$ cat src/rtl/banyan_trig_ctrl.sv
// Trigger/arm controller for banyan capture: synchronises the external trigger,
// applies the programmed trigger delay and sequences the capture memory.
module banyan_trig_ctrl #(
  parameter int unsigned dw = 16,
  parameter int unsigned cw = 16
) (
  input  logic          clk,
  input  logic          rst,
  input  logic          arm_i,
  input  logic          force_i,
  input  logic          abort_i,
  input  logic          ext_trig_i,
  input  logic [dw-1:0] trig_delay_i,
  input  logic          data_valid_i,
  input  logic          rollover_i,
  output logic          mem_reset_o,
  output logic          mem_run_o,
  output logic [1:0]    state_o,
  output logic          done_o,
  output logic [cw-1:0] trig_count_o
);

  localparam logic [1:0] ST_IDLE  = 2'd0;
  localparam logic [1:0] ST_ARMED = 2'd1;
  localparam logic [1:0] ST_DELAY = 2'd2;
  localparam logic [1:0] ST_RUN   = 2'd3;

  logic          sync1_q, sync2_q, hist_q;
  logic          trig_ev;
  logic [1:0]    state_q, state_d;
  logic [dw-1:0] cnt_q, cnt_d;
  logic [cw-1:0] count_q, count_d;
  logic          done_q, done_d;
  logic          mem_reset_q, mem_reset_d;
  logic          run_q, run_d;
  logic          start;

  // Two-flop synchroniser plus history flop; runs in every state
  always_ff @(posedge clk or posedge rst) begin
    if (rst) begin
      sync1_q <= 1'b0;
      sync2_q <= 1'b0;
      hist_q  <= 1'b0;
    end else begin
      sync1_q <= ext_trig_i;
      sync2_q <= sync1_q;
      hist_q  <= sync2_q;
    end
  end

  assign trig_ev = sync2_q & ~hist_q;

  // Control state and capture bookkeeping registers
  always_ff @(posedge clk or posedge rst) begin
    if (rst) begin
      state_q     <= ST_IDLE;
      cnt_q       <= '0;
      count_q     <= '0;
      done_q      <= 1'b0;
      mem_reset_q <= 1'b0;
      run_q       <= 1'b0;
    end else begin
      state_q     <= state_d;
      cnt_q       <= cnt_d;
      count_q     <= count_d;
      done_q      <= done_d;
      mem_reset_q <= mem_reset_d;
      run_q       <= run_d;
    end
  end

  // Next-state logic; priority abort > force > rollover > trigger > arm
  always_comb begin
    state_d     = state_q;
    cnt_d       = cnt_q;
    count_d     = count_q;
    done_d      = done_q;
    mem_reset_d = 1'b0;
    run_d       = run_q;
    start       = 1'b0;

    if (abort_i) begin
      state_d = ST_IDLE;
      run_d   = 1'b0;
    end else if (force_i) begin
      start = 1'b1;
    end else begin
      case (state_q)
        ST_IDLE: begin
          if (arm_i) begin
            state_d = ST_ARMED;
            done_d  = 1'b0;
          end
        end
        ST_ARMED: begin
          if (trig_ev) begin
            if (trig_delay_i == '0) begin
              start = 1'b1;
            end else begin
              state_d = ST_DELAY;
              cnt_d   = trig_delay_i;
            end
          end
        end
        ST_DELAY: begin
          if (cnt_q <= dw'(1)) begin
            start = 1'b1;
          end else begin
            cnt_d = cnt_q - dw'(1);
          end
        end
        ST_RUN: begin
          // Rollover is not honoured while the pointer reset is in flight
          if (mem_reset_q) begin
            run_d = 1'b1;
          end else if (rollover_i) begin
            state_d = ST_IDLE;
            run_d   = 1'b0;
            done_d  = 1'b1;
          end
        end
        default: begin
          state_d = ST_IDLE;
          run_d   = 1'b0;
        end
      endcase
    end

    if (start) begin
      state_d     = ST_RUN;
      mem_reset_d = 1'b1;
      run_d       = 1'b0;
      done_d      = 1'b0;
      count_d     = count_q + cw'(1);
    end
  end

  assign mem_reset_o  = mem_reset_q;
  assign mem_run_o    = run_q & data_valid_i;
  assign state_o      = state_q;
  assign done_o       = done_q;
  assign trig_count_o = count_q;

endmodule

$ cat config.mk
export PLATFORM = sky130hd
export DESIGN_NAME = banyan_trig_ctrl
export DESIGN_NICKNAME = d
export VERILOG_FILES = /design/src/rtl/banyan_trig_ctrl.sv
export SDC_FILE = /design/constraint.sdc
export NUM_CORES = 1
export LEC_CHECK = 0
export BUFFER_PORTS_ARGS = -buffer_cell sky130_fd_sc_hd__buf_2
export CAP_MARGIN = 10
export CORE_MARGIN = 3
export CORE_UTILIZATION = 30
export DETAILED_ROUTE_END_ITERATION = 10
export MAX_ROUTING_LAYER = met4
export PLACE_DENSITY_LB_ADDON = 0.1
export SLEW_MARGIN = 20
export SYNTH_ARGS = -nofsm -noshare
export SYNTH_HDL_FRONTEND = slang
export SYNTH_SLANG_ARGS = --single-unit
$ cat constraint.sdc
create_clock -name clk -period 6.7 [get_ports clk]
set_input_delay 0.67 -clock clk [delete_from_list [all_inputs] [get_ports clk]]
set_output_delay 0.67 -clock clk [all_outputs]
set_load 0.005 [all_outputs]
; ---- Yosys cells after proc, flatten, opt, wreduce, memory -nomap -nowiden
; Index checks and enable logic that the tools add are counted.
[classes]
reduce_logical = 11
bitwise_logic = 5
magnitude_cmp = 1
eq_ne = 17
n_mul = 0
n_addsub = 2
div = 0
shift = 0
muxes = 33
[op_table]
columns = operator, n
row1 = $mux W16, 3
row2 = $pmux W16 S2, 1
row3 = $ne A4 B4 Y1 const B, 5
row4 = $mux W1, 18
row5 = $add A16 B1 Y16 const B, 1
row6 = $le A16 B1 Y1 const B, 1
row7 = $logic_not A16 Y1, 1
row8 = $mux W2, 8
row9 = $sub A16 B1 Y16 const B, 1
row10 = $reduce_and A6 Y1, 2
row11 = $ne A3 B3 Y1 const B, 3
row12 = $reduce_and A7 Y1, 1
row13 = $ne A2 B2 Y1 const B, 3
row14 = $pmux W2 S3, 1
row15 = $reduce_bool A3 Y1, 2
row16 = $reduce_bool A5 Y1, 1
row17 = $eq A2 B2 Y1 const B, 2
row18 = $ne A2 B1 Y1 const B, 2
row19 = $pmux W1 S2, 2
row20 = $reduce_bool A4 Y1, 1
row21 = $ne A3 B1 Y1 const B, 1
row22 = $not A1 Y1, 3
row23 = $reduce_and A3 Y1, 1
row24 = $and A1 B1 Y1, 2
row25 = 3 further kinds, 3
[totals]
latch_bits = 0
memories = 0
mem_bits_rw = 0
out_inout_bits = 21
rom_bits = 0
ff_bits = 40
elab_cells = 78

; ---- Depth between registers and ports, before layout
[depth]
depth_word = 8
ltp_mapped = 11

; ---- Least setup slack after synthesis
; No wires, ideal clock.
[synth_path]
kind = in2reg
from = input port trig_delay_i[11]
to = register count_q[12], in the netlist trig_count_o[12]
t_arrival_ns = 2.098
path_slack_ns = 4.523
path_buffers = 1
stages = 7
path_cell_list = nor4_1 nand4_1 o32ai_1 a31oi_1 clkbuf_1 nor3_1 xor2_1
[synth_between]
elab_chain_len = 6
[synth_rtl]
columns = item, line
row1 = "start, declared", 13  ; input logic [dw-1:0] trig_delay_i,
row2 = $logic_not A16 Y1, 97  ; if (trig_delay_i == '0) begin
row3 = $mux W1, 97
row4 = $mux W1, 96  ; if (trig_ev) begin
row5 = $pmux W1 S2, 88  ; case (state_q)
row6 = $mux W1, 85  ; end else if (force_i) begin
row7 = $mux W1, 82  ; if (abort_i) begin
row8 = "end signal, assigned", 65  ; count_q <= count_d;
row9 = "end, declared", 32  ; logic [cw-1:0] count_q, count_d;
; No other way between the ends.
; A chain may end at the register's enable or synchronous reset.

; ---- Final worst setup path
[layout_path]
from = register state_q[0], in the netlist state_o[0]
to = register cnt_q[12]
[layout_between]
elab_chain_len = 3
word_cells_on_any_way = 8
classes_between = eq/ne (5) / mux (1) / reduce/logical (2)
[layout_rtl]
columns = item, line
row1 = "start, declared", 30  ; logic [1:0] state_q, state_d;
row2 = "start signal, assigned", 63  ; state_q <= state_d;
row3 = $eq A2 B2 Y1 or $eq A2 B1 Y1 (tied branches), 88
row4 = $ne A2 B2 Y1 (no source line) or $reduce_bool A2 Y1 (tied branches), -
row5 = $reduce_and A6 Y1 (no source line), -
row6 = "end signal, assigned", 64  ; cnt_q <= cnt_d;
row7 = "end, declared", 31  ; logic [dw-1:0] cnt_q, cnt_d;
; Several ways; a longest one is shown, not always the timed one.

==> impl_metrics.yaml <==
global_routing:
  grt_pass1_wl_mm: 9.646
  grt_pass1_vias: 1941
  global_route.usage.met3_pct: 2.762
  gr-usage-met2_pct: 20.79
  busiest_layer: "met2"
  grt_use_total_pct: 14.22
  use_met1_pct: 19.84
  grt_overflow: 0
  antenna_found_initial: 0
  grt_max_degree: 41
floorplan:
  rows: 30
  dieArea_sq_um: 8601
  fp.dieW_um: 92.74
  start_util_pct: 31.99
  die_h_um: 92.74
  pin_count: 45
  core_sq_um: 7057
critical_path:
  endpoint_kind: "register"
  crit_fanout: 37
  slowest_stage: "nor2_1"
  rr_startpoint: "state_o[0]"
  r2r_cells: 8
  path_buf_inv: 3
  required_ps: 6890
  worst_ep_arrival_time_ps: 3070
  r2r_slack_ps: 3820
  crit_type: "reg2reg"
  path_cells: "inv_1 > ha_1 > buf_4 > clkinv_1 > a2bb2oi_1 > nor2_1 > a21oi_1 > o221a_2"
  critical-path-top-delay-family: "buffers and inverters"
  r2r-end: "cnt_q[12]"
  start_kind: "register"
  critPathMaxStageDelay_ps: 720
yosys:
  synth_top_area_share_pct: 44.35
  synth_seq_cells: 40
  synthTopCellsByCount: "40 x dfrtp_1, 29 x nand2_1, 27 x nor2_1"
  syn_area_sq_um: 2257
  ys.warnings.count: 0
  synthTopCellsByArea: "dfrtp_1 44%, nand2_1 4.8%, nor2_1 4.5%"
  yosys_most_used_dff: "dfrtp_1"
  synth_cell_types: 49
  async_reset_ff_share_pct: 100.0
  yosysSeqAreaShare_pct: 44.35
  yosysTopAreaCell: "dfrtp_1"
  synth-edff-count: 0
  avgSynthCellArea_sq_um: 8.993
  synth_most_common_cell: "dfrtp_1"
  synth_nets: 282
  syn_inst: 251
power:
  p_per_area_nw_per_um2: 332.7
  vdd_drop_max_uv: 161.9
  p_sw_share_pct: 38.45
  power.leakage_nw: 1.214
  pwr-share-seq_pct: 45.0
  power_frac_comb_pct: 32.7
  intPower_w: 0.0005527
  power.share.clock_pct: 22.2
  p_sw_w: 0.0003452
min_path:
  whs_endpoint: "sync2_q"
  hold_class: "reg2reg"
  min_path_cells: 0
  min-delay-start: "sync1_q"
cells_and_area:
  drive_gt1_share_pct: 21.48
  final_cell_area_sq_um: 2699
  final_nets: 328
  final_util_pct: 38.24
  antenna_cells: 0
  fin_cells: 394
  area_delta_synth_final_pct: 19.57
placement:
  place_ws_ps: 3812
  hpwl_mm: 4.056
  routabilityCongestion: 0.8364
  dp.cells: 386
  io_buffers: 44
  place_area_sq_um: 2587
routing:
  final_antenna_net_count: 0
  drt_iter0_drc: 106
  drc: 0
  dr.pass1.iters: 4
  drt-vias-per-instance: 4.967
  drt_wl_total_mm: 5.627
  avgRoutedWirePerCell_um: 14.28
  vias: 1957
clock_network:
  ctsHoldBuffers: 0
  cts_setup_buffers: 0
  cts_made_buffers: 5
  numClockSinks: 40
  root_buffer: "clkbuf_8"
  clkTransAtPathRegs_ps: 80
  worst_skew_pair.late_latency_ps: 290
  cts_tree: "built"
  clock_path_buffers: 2
  cts-resized-gates: 0
  htreeDepth: 2
timing:
  setup_slack_ps: 3817
  rsz0062_at_grt: "false"
  min_period_over_period_pct: 43.02
  fmax_ghz: 0.3469
  setup_viol: 0
  tns_ps: 0
  skew_ps: 10.41
  slew_viol_final: 0
  worst_pin_slew_ps: 924.1
  fin_crit_ps: 2883
  slew_headroom_pct: 38.16
  finalHoldViolCount: 0
run:
  drv_cap: 0
status:
  status: "finished clean"
## worst max path at each step
| stage | start | to | cells after the start |
|---|---|---|---|
| 2_1_floorplan | trig_delay_i[11] | trig_count_o[12] | 7 |
| 3_3_place_gp | state_o[0] | cnt_q[12] | 8 |
| 3_5_place_dp | state_o[0] | cnt_q[12] | 8 |
| 4_1_cts | state_o[0] | cnt_q[12] | 8 |
| 5_1_grt | state_o[0] | cnt_q[12] | 8 |
| 6_report | state_o[0] | cnt_q[12] | 8 |
## state kept, by name, summed over array words and instances (netlist names)
name	cells
mem_reset_o	1
done_o	1
state_o	2
sync1_q	1
cnt_q	16
trig_count_o	16
run_q	1
sync2_q	1
hist_q	1
## placed cells by master (no fill, tap or decap), types with 3 or more instances in the layout
cell	synthesis	routed
buf_2	2	44
dfrtp_1	40	40
nand2_1	29	29
nor2_1	27	27
a21oi_1	17	17
o21ai_0	15	15
inv_1	11	11
xnor2_1	10	10
nor3_1	9	9
ha_1	7	7
nor4_1	6	6
nand4_1	6	6
xor2_1	6	6
and3_1	5	5
nand3_1	5	5
clkbuf_8	0	5
a31oi_1	4	4
o22a_1	4	4
o32ai_1	3	3
o22ai_1	3	3
a2bb2oi_1	3	3
buf_4	0	3
## per-stage QoR
step | hold WS [ps] | power (W)
6_report | 353.0 | 0.0008979
5_1_grt | 375.2 | 0.0009752
4_1_cts | 354.2 | 0.0009105
3_5_place_dp | 334.7 | 0.0007037
3_3_place_gp | 335.8 | 0.0007060
2_1_floorplan | 331.2 | 0.0006034
## per-layer routing
layer / wire length (um) / part of all wire (%)
met5: 0 / 0
met2: 2464 / 44
met1: 2859 / 51
met3: 215 / 3.8
met4: 89 / 1.6
## layout make-up
cell class                      instances  area [sq um]
Multi-Input combinational cell        190          1175
Inverter                               13         48.80
Timing Repair Buffer                   47         242.7
Tap cell                               96         120.1
Clock buffer                            5         68.82
Sequential cell                        40          1001
Fill cell                             755          4358
Clock inverter                          3         42.54
## kinds of logic (layout without fill, tap and decap cells)
logic type               Yosys count  count (layout)  share of synthesized area, %
adder cells (fa/ha/maj)            7               7                         3.880
flip-flops                        40              40                         44.35
XOR/XNOR                          16              16                         6.208
multiplexers                       1               1                        0.4435
buffers and inverters             21              68                         3.603
AO/OA/AOI/OAI                     62              62                         17.91
AND/OR/NAND/NOR                  104             104                         23.61
## worst register-to-register path, stage by stage (launching register included)
cell       delay (ps)
dfrtp_1           420
inv_1             130
ha_1              160
buf_4             320
clkinv_1          350
a2bb2oi_1         230
nor2_1            720
a21oi_1           160
o221a_2           280
## power groups by stage
| stage | clock network, W | registers, W | logic [W] |
|---|---|---|---|
| floorplan | 0 | 0.000388 | 0.000215 |
| global placement | 0 | 0.000409 | 0.000297 |
| detailed placement | 0 | 0.000407 | 0.000297 |
| CTS | 0.000209 | 0.000403 | 0.000298 |
| global route | 0.000216 | 0.000419 | 0.000340 |
| finish | 0.000200 | 0.000404 | 0.000294 |
(Power assumes the default switching activity.)
